### config.mk
export PLATFORM = sky130hd
export DESIGN_NAME = nibble_serial_addsub_flat
export DESIGN_NICKNAME = d
export VERILOG_FILES = /design/src/rtl/nibble_serial_addsub_pkg.sv /design/src/rtl/nibble_serial_addsub_if.sv /design/src/rtl/nibble_serial_addsub_cell.sv /design/src/rtl/nibble_serial_addsub.sv /design/src/flat_wrapper.sv
export SDC_FILE = /design/constraint.sdc
export NUM_CORES = 1
export LEC_CHECK = 0
export ABC_AREA = 1
export CORE_ASPECT_RATIO = 0.9
export CORE_UTILIZATION = 47
export DETAILED_ROUTE_END_ITERATION = 10
export PLACE_DENSITY = 0.76
export RECOVER_POWER = 25
export SYNTH_ARGS = -nofsm -noshare
export SYNTH_HDL_FRONTEND = slang
export SYNTH_HIERARCHICAL = 1
export SYNTH_SLANG_ARGS = --single-unit
### constraint.sdc
create_clock -name clk -period 2.6 [get_ports clk]
set_input_delay 0.52 -clock clk [delete_from_list [all_inputs] [get_ports clk]]
set_output_delay 0.52 -clock clk [all_outputs]
set_load 0.02 [all_outputs]
### src/rtl/nibble_serial_addsub_pkg.sv
// Shared types and constants for the nibble-serial add/subtract engine.
// Latency: n/a (declarations only). Backpressure: n/a.
// Imported by the cell, the interface users and the top.
package addsub_pkg;

    typedef enum logic [1:0] {
        S_IDLE = 2'd0,
        S_RUN  = 2'd1,
        S_DONE = 2'd2
    } state_t;

    localparam int NIBBLE_W = 4;

    localparam logic SEL_ADD = 1'b0;
    localparam logic SEL_SUB = 1'b1;

endpackage

### src/rtl/nibble_serial_addsub_if.sv
// Operand/result bundle between an operand source and the add/sub engine.
// Latency: none (wires only). Backpressure: none; start is only honoured while the engine is idle.
// master = operand source / result consumer, slave = engine.
interface nibble_serial_addsub_if #(
    parameter int NIBBLES = 4
);
    localparam int W = 4 * NIBBLES;

    logic         start;
    logic [W-1:0] op_a;
    logic [W-1:0] op_b;
    logic         select;
    logic         busy;
    logic         done;
    logic [W-1:0] result;
    logic         carry_out;
    logic         overflow;

    modport master (
        output start, op_a, op_b, select,
        input  busy, done, result, carry_out, overflow
    );

    modport slave (
        input  start, op_a, op_b, select,
        output busy, done, result, carry_out, overflow
    );

endinterface

### src/rtl/nibble_serial_addsub_cell.sv
// 4-bit add/subtract cell: sum = a + (b ^ {4{select}}) + cin.
// Latency: combinational. Backpressure: none.
// Also exposes the carry into bit 3 so the caller can form signed overflow.
module nibble_addsub_cell
    import addsub_pkg::*;
(
    input  logic [NIBBLE_W-1:0] a,
    input  logic [NIBBLE_W-1:0] b,
    input  logic                select,
    input  logic                cin,
    output logic [NIBBLE_W-1:0] sum,
    output logic                cout,
    output logic                cin_msb
);

    logic [NIBBLE_W-1:0] b_x;
    logic [NIBBLE_W:0]   full;
    logic [NIBBLE_W-1:0] low;

    assign b_x = b ^ {NIBBLE_W{select == SEL_SUB}};

    assign full = {1'b0, a} + {1'b0, b_x} + {{NIBBLE_W{1'b0}}, cin};

    // Sum of the three low bits; its top bit is the carry into the MSB.
    assign low = {1'b0, a[NIBBLE_W-2:0]} + {1'b0, b_x[NIBBLE_W-2:0]}
               + {{(NIBBLE_W-1){1'b0}}, cin};

    assign sum     = full[NIBBLE_W-1:0];
    assign cout    = full[NIBBLE_W];
    assign cin_msb = low[NIBBLE_W-1];

endmodule

### src/rtl/nibble_serial_addsub.sv
// Wide add/subtract processed one nibble per clock, LSB first; optional SATURATE_EN clamps on overflow.
// Latency: start accepted at edge k -> done high in the cycle after edge k+NIBBLES; busy for NIBBLES+1 cycles.
// Backpressure: none; start while busy is dropped, not queued; result/flags held until the next accepted start.
module nibble_serial_addsub
    import addsub_pkg::*;
#(
    parameter int NIBBLES = 4
) (
    input  logic                    clk,
    input  logic                    rst_n,
    nibble_serial_addsub_if.slave   bus
);

    localparam int W     = NIBBLE_W * NIBBLES;
    localparam int IDX_W = (NIBBLES > 1) ? $clog2(NIBBLES) : 1;
    localparam logic [IDX_W-1:0] LAST_IDX = IDX_W'(NIBBLES - 1);

    state_t             state;
    logic [IDX_W-1:0]   idx;
    logic               carry;
    logic [W-1:0]       a_q;
    logic [W-1:0]       b_q;
    logic               sel_q;
    logic [W-1:0]       result_q;
    logic               busy_q;
    logic               done_q;
    logic               cout_q;
    logic               ovf_q;

    logic [NIBBLE_W-1:0] a_nib;
    logic [NIBBLE_W-1:0] b_nib;
    logic [NIBBLE_W-1:0] nib_sum;
    logic                nib_cout;
    logic                nib_cin_msb;
    logic                nib_ovf;
    logic                last;

    assign a_nib   = a_q[idx*NIBBLE_W +: NIBBLE_W];
    assign b_nib   = b_q[idx*NIBBLE_W +: NIBBLE_W];
    assign last    = (idx == LAST_IDX);
    assign nib_ovf = nib_cin_msb ^ nib_cout;

    nibble_addsub_cell u_cell (
        .a       (a_nib),
        .b       (b_nib),
        .select  (sel_q),
        .cin     (carry),
        .sum     (nib_sum),
        .cout    (nib_cout),
        .cin_msb (nib_cin_msb)
    );

`ifdef SATURATE_EN
    logic [W-1:0] sat_val;
    // Clamp toward the sign of A: positive overflow -> max, negative -> min.
    assign sat_val = a_q[W-1] ? {1'b1, {(W-1){1'b0}}} : {1'b0, {(W-1){1'b1}}};
`endif

    always_ff @(posedge clk or negedge rst_n) begin
        if (!rst_n) begin
            state    <= S_IDLE;
            idx      <= '0;
            carry    <= 1'b0;
            a_q      <= '0;
            b_q      <= '0;
            sel_q    <= 1'b0;
            result_q <= '0;
            busy_q   <= 1'b0;
            done_q   <= 1'b0;
            cout_q   <= 1'b0;
            ovf_q    <= 1'b0;
        end else begin
            case (state)
                S_IDLE: begin
                    done_q <= 1'b0;
                    if (bus.start) begin
                        a_q      <= bus.op_a;
                        b_q      <= bus.op_b;
                        sel_q    <= bus.select;
                        idx      <= '0;
                        // Initial carry of 1 completes A + ~B + 1 for subtract.
                        carry    <= bus.select;
                        result_q <= '0;
                        busy_q   <= 1'b1;
                        state    <= S_RUN;
                    end
                end

                S_RUN: begin
                    result_q[idx*NIBBLE_W +: NIBBLE_W] <= nib_sum;
                    carry <= nib_cout;
                    if (last) begin
                        idx    <= '0;
                        cout_q <= nib_cout;
                        ovf_q  <= nib_ovf;
`ifdef SATURATE_EN
                        if (nib_ovf) begin
                            result_q <= sat_val;
                        end
`endif
                        done_q <= 1'b1;
                        state  <= S_DONE;
                    end else begin
                        idx <= idx + 1'b1;
                    end
                end

                S_DONE: begin
                    done_q <= 1'b0;
                    busy_q <= 1'b0;
                    state  <= S_IDLE;
                end

                default: begin
                    done_q <= 1'b0;
                    busy_q <= 1'b0;
                    state  <= S_IDLE;
                end
            endcase
        end
    end

    assign bus.busy      = busy_q;
    assign bus.done      = done_q;
    assign bus.result    = result_q;
    assign bus.carry_out = cout_q;
    assign bus.overflow  = ovf_q;

endmodule

### src/flat_wrapper.sv
// flat-port wrapper written by rule: the top's interface ports become plain ports
module nibble_serial_addsub_flat import addsub_pkg::*;
#(
    parameter int NIBBLES = 4
)
  (clk, rst_n, bus_start, bus_op_a, bus_op_b, bus_select, bus_busy, bus_done, bus_result, bus_carry_out, bus_overflow);
  nibble_serial_addsub_if #(.NIBBLES(NIBBLES)) bus_i ();
  input  logic clk;
  input  logic rst_n;
  input wire logic [$bits(bus_i.start)-1:0] bus_start;
  input wire logic [$bits(bus_i.op_a)-1:0] bus_op_a;
  input wire logic [$bits(bus_i.op_b)-1:0] bus_op_b;
  input wire logic [$bits(bus_i.select)-1:0] bus_select;
  output wire logic [$bits(bus_i.busy)-1:0] bus_busy;
  output wire logic [$bits(bus_i.done)-1:0] bus_done;
  output wire logic [$bits(bus_i.result)-1:0] bus_result;
  output wire logic [$bits(bus_i.carry_out)-1:0] bus_carry_out;
  output wire logic [$bits(bus_i.overflow)-1:0] bus_overflow;
  assign bus_i.start = bus_start;
  assign bus_i.op_a = bus_op_a;
  assign bus_i.op_b = bus_op_b;
  assign bus_i.select = bus_select;
  assign bus_busy = bus_i.busy;
  assign bus_done = bus_i.done;
  assign bus_result = bus_i.result;
  assign bus_carry_out = bus_i.carry_out;
  assign bus_overflow = bus_i.overflow;
  nibble_serial_addsub #(.NIBBLES(NIBBLES)) u_core (.clk(clk), .rst_n(rst_n), .bus(bus_i));
endmodule
==> summary.json <==
{
  "post-cts-setup-buffer-count": 0,
  "final_hold_viol_count": 0,
  "timing.rr.end": "u_core/bus.overflow",
  "critPathMaxFanout": 5,
  "reg2reg_setup_slack_ps": 130,
  "count_of_distinct_cell_types_in_the_synthesized_netlist": 21,
  "grt_start_max_net_pins": 49,
  "htree_levels": 3,
  "p_leak_nw": 1.91,
  "synth_seq_cells": 58,
  "die_y_um": 76.2,
  "sum_of_negative_setup_slack_ps": 0,
  "post_cts_hold_buffer_count": 0,
  "post_synth_arst_share": 1.00,
  "worstRegToRegCells": 11,
  "layout_common_cells": "145 x nand2_1, 58 x dfrtp_1, 54 x clkdlybuf4s50_1, 31 x inv_1, 25 x nand3_1",
  "synth.cell_area_sq_um": 2880,
  "drive_gt1_frac": 0.0742,
  "cts.sinks": 58,
  "worst_ir_drop_vdd_mv": 1.01,
  "cts_tree": "yes",
  "rr_startpoint": "u_core/idx[1]",
  "timing.max_slew.rel_slack": 0.0996,
  "failed_checks": "DRC",
  "finalWeightedCongestion": 0.909,
  "die_width_um": 84.5,
  "clock_tree.buffer_depth": 2,
  "setup-violations-final": 0,
  "drt-vias-per-instance": 5.08,
  "post_cts_resize_count": 0,
  "globalRouteTotalUtil": 0.228,
  "avgSynthCellArea_sq_um": 8.18,
  "power-per-cell-area_nw_per_um2": 1440,
  "antenna_found_initial": 0,
  "worst_skew_pair.late_latency_ps": 340,
  "cp-end-kind": "flop",
  "via_count_of_the_first_global_routing_pass": 2527,
  "filler_cell_count": 512,
  "worstHoldPathType": "in -> async",
  "fp.dieArea_sq_um": 6440,
  "rsz0062_at_grt": "false",
  "numCtsBuffers": 9,
  "port_buffers": 55,
  "syn_inst": 352,
  "drtPass1Iterations": 7,
  "grt_pass1_wl_mm": 11.4,
  "fmax_achieved_mhz": 405,
  "cp.required_ps": 2830,
  "fin_skew_ps": 7.21,
  "finalCritPeriodShare": 0.951,
  "synth.net_count": 399,
  "routed_wirelength_mm": 6.54,
  "row_count": 26,
  "wire_per_inst_um": 13.4,
  "cp-start-kind": "flop",
  "worst_pin_slew_ps": 1350,
  "grt_overflow_total": 0,
  "num_antenna_cells": 0,
  "dr_total_vias": 2480,
  "criticalPathCategory": "reg -> reg",
  "flow.area_growth_from_synthesis_pct": 28.3,
  "drv.max_cap_violation_count": 0,
  "floorplan.core_area_sq_um": 5790,
  "power_mw": 5.31,
  "fin_nets": 460,
  "slew_viol_final": 0,
  "synth_edf_count": 0,
  "synth.yosys.seq_area_share": 0.504,
  "start_util": 0.497,
  "drt_iter0_drc": 197,
  "drcViolationCount": 8,
  "drt.antenna.violating_nets": 0,
  "dp_hpwl_mm": 4.77,
  "finish.utilization": 0.638,
  "synth.yosys.warnings": 6,
  "clockRootBuffer": "clkbuf_8",
  "top_level_ports": 56,
  "cts.reportedPaths.clkPinSlew_ps": 60,
  "layout.cells.most_common": "nand2_1",
  "ys_dominant_reg_cell": "dfrtp_1",
  "run_status": "finished with violations",
  "worst-endpoint-arrival_ps": 2700,
  "period_minus_slack_ps": 2470
}
## sequential cells by signal, indices dropped and copies added, names as in the netlist
register,flops
u_core/bus.result,16
u_core/bus.busy,1
u_core/bus.done,1
u_core/bus.carry_out,1
u_core/idx,2
u_core/bus.overflow,1
u_core/sel_q,1
u_core/carry,1
u_core/a_q,16
u_core/state,2
u_core/b_q,16
## worst max path at each step
stage	startpoint	to	slack (ps)	depth (start not counted)
2_1_floorplan	u_core/idx[0]	u_core/bus.overflow	20	13
3_3_place_gp	u_core/idx[0]	u_core/bus.result[14]	180	12
3_5_place_dp	u_core/idx[1]	u_core/bus.overflow	50	11
4_1_cts	u_core/idx[1]	u_core/bus.result[14]	6	11
5_1_grt	u_core/idx[0]	u_core/bus.result[7]	9	14
6_report	u_core/idx[1]	u_core/bus.overflow	130	11
## cell type report
| type | instances | area, sq um | area share |
|---|---|---|---|
| clock inverters | 2 | 35.0 | 0.00949 |
| clock buffers | 14 | 163 | 0.0441 |
| well taps | 70 | 87.6 | 0.0237 |
| multi-input cells | 245 | 1210 | 0.329 |
| repair buffers | 64 | 609 | 0.165 |
| inverters | 35 | 131 | 0.0356 |
| flip-flops and latches | 58 | 1450 | 0.393 |
## cell usage after synthesis, types with 4 or more instances
library cell  count  area [sq um]
ha_1              9           113
buf_2             8          40.0
buf_6             4          45.0
nand2_1         145           544
o211ai_1         16           120
xor2_1            6          52.6
dfrtp_1          58          1450
o21ai_0          15          75.1
o21ai_1           4          20.0
nand3_1          25           125
nand4_1           4          25.0
nor2_1           14          52.6
inv_1            32           120
## metal layers
layer / track usage / share of wire / wire, um / vias to the layer above
met2: 0.355 / 0.44 / 2900 / 77
met3: 0.0661 / 0.059 / 386 / 17
met1: 0.301 / 0.48 / 3110 / 1150
met4: 0.0881 / 0.021 / 140 / 0
met5: 0 / 0 / 0 / -
li1: - / - / - / 1236
## power by group
group          total, mW  internal [mW]  switching (mW)
clock              0.825          0.494           0.331
combinational       2.97           1.14            1.82
sequential          1.51           1.28           0.228
total               5.31           2.92            2.38
## cells by family (layout without fill, tap and decap cells)
logic type,count (synthesis),count (layout),share of synthesized area
DFF,58,58,0.504
adders and majority gates,11,11,0.0530
buffers and inverters,49,115,0.0778
AOI/OAI and AO/OA,38,38,0.0809
and+or+nand+nor,190,190,0.266
xor gates and xnor gates,6,6,0.0183
## stage by stage
stage          hold slack [ps]  cell area (sq um)  instances  worst slack [ps]
4_1_cts                    191               3700        488              5.84
2_1_floorplan              224               2880        352              16.8
5_1_grt                    500               3690        488              8.69
3_5_place_dp               463               3500        472              48.4
6_report                   470               3690        488               128
3_3_place_gp               459               3500        472               181
## critical path: stages (launching register included)
cell	delay, ps
dfrtp_1	450
buf_4	190
o211ai_1	90
nand2_1	100
xor2_1	180
fa_2	380
fa_2	380
a21oi_1	150
o21bai_1	120
xor2_1	180
nand2_1	70
nand2_1	60
(Power assumes the default switching activity.)
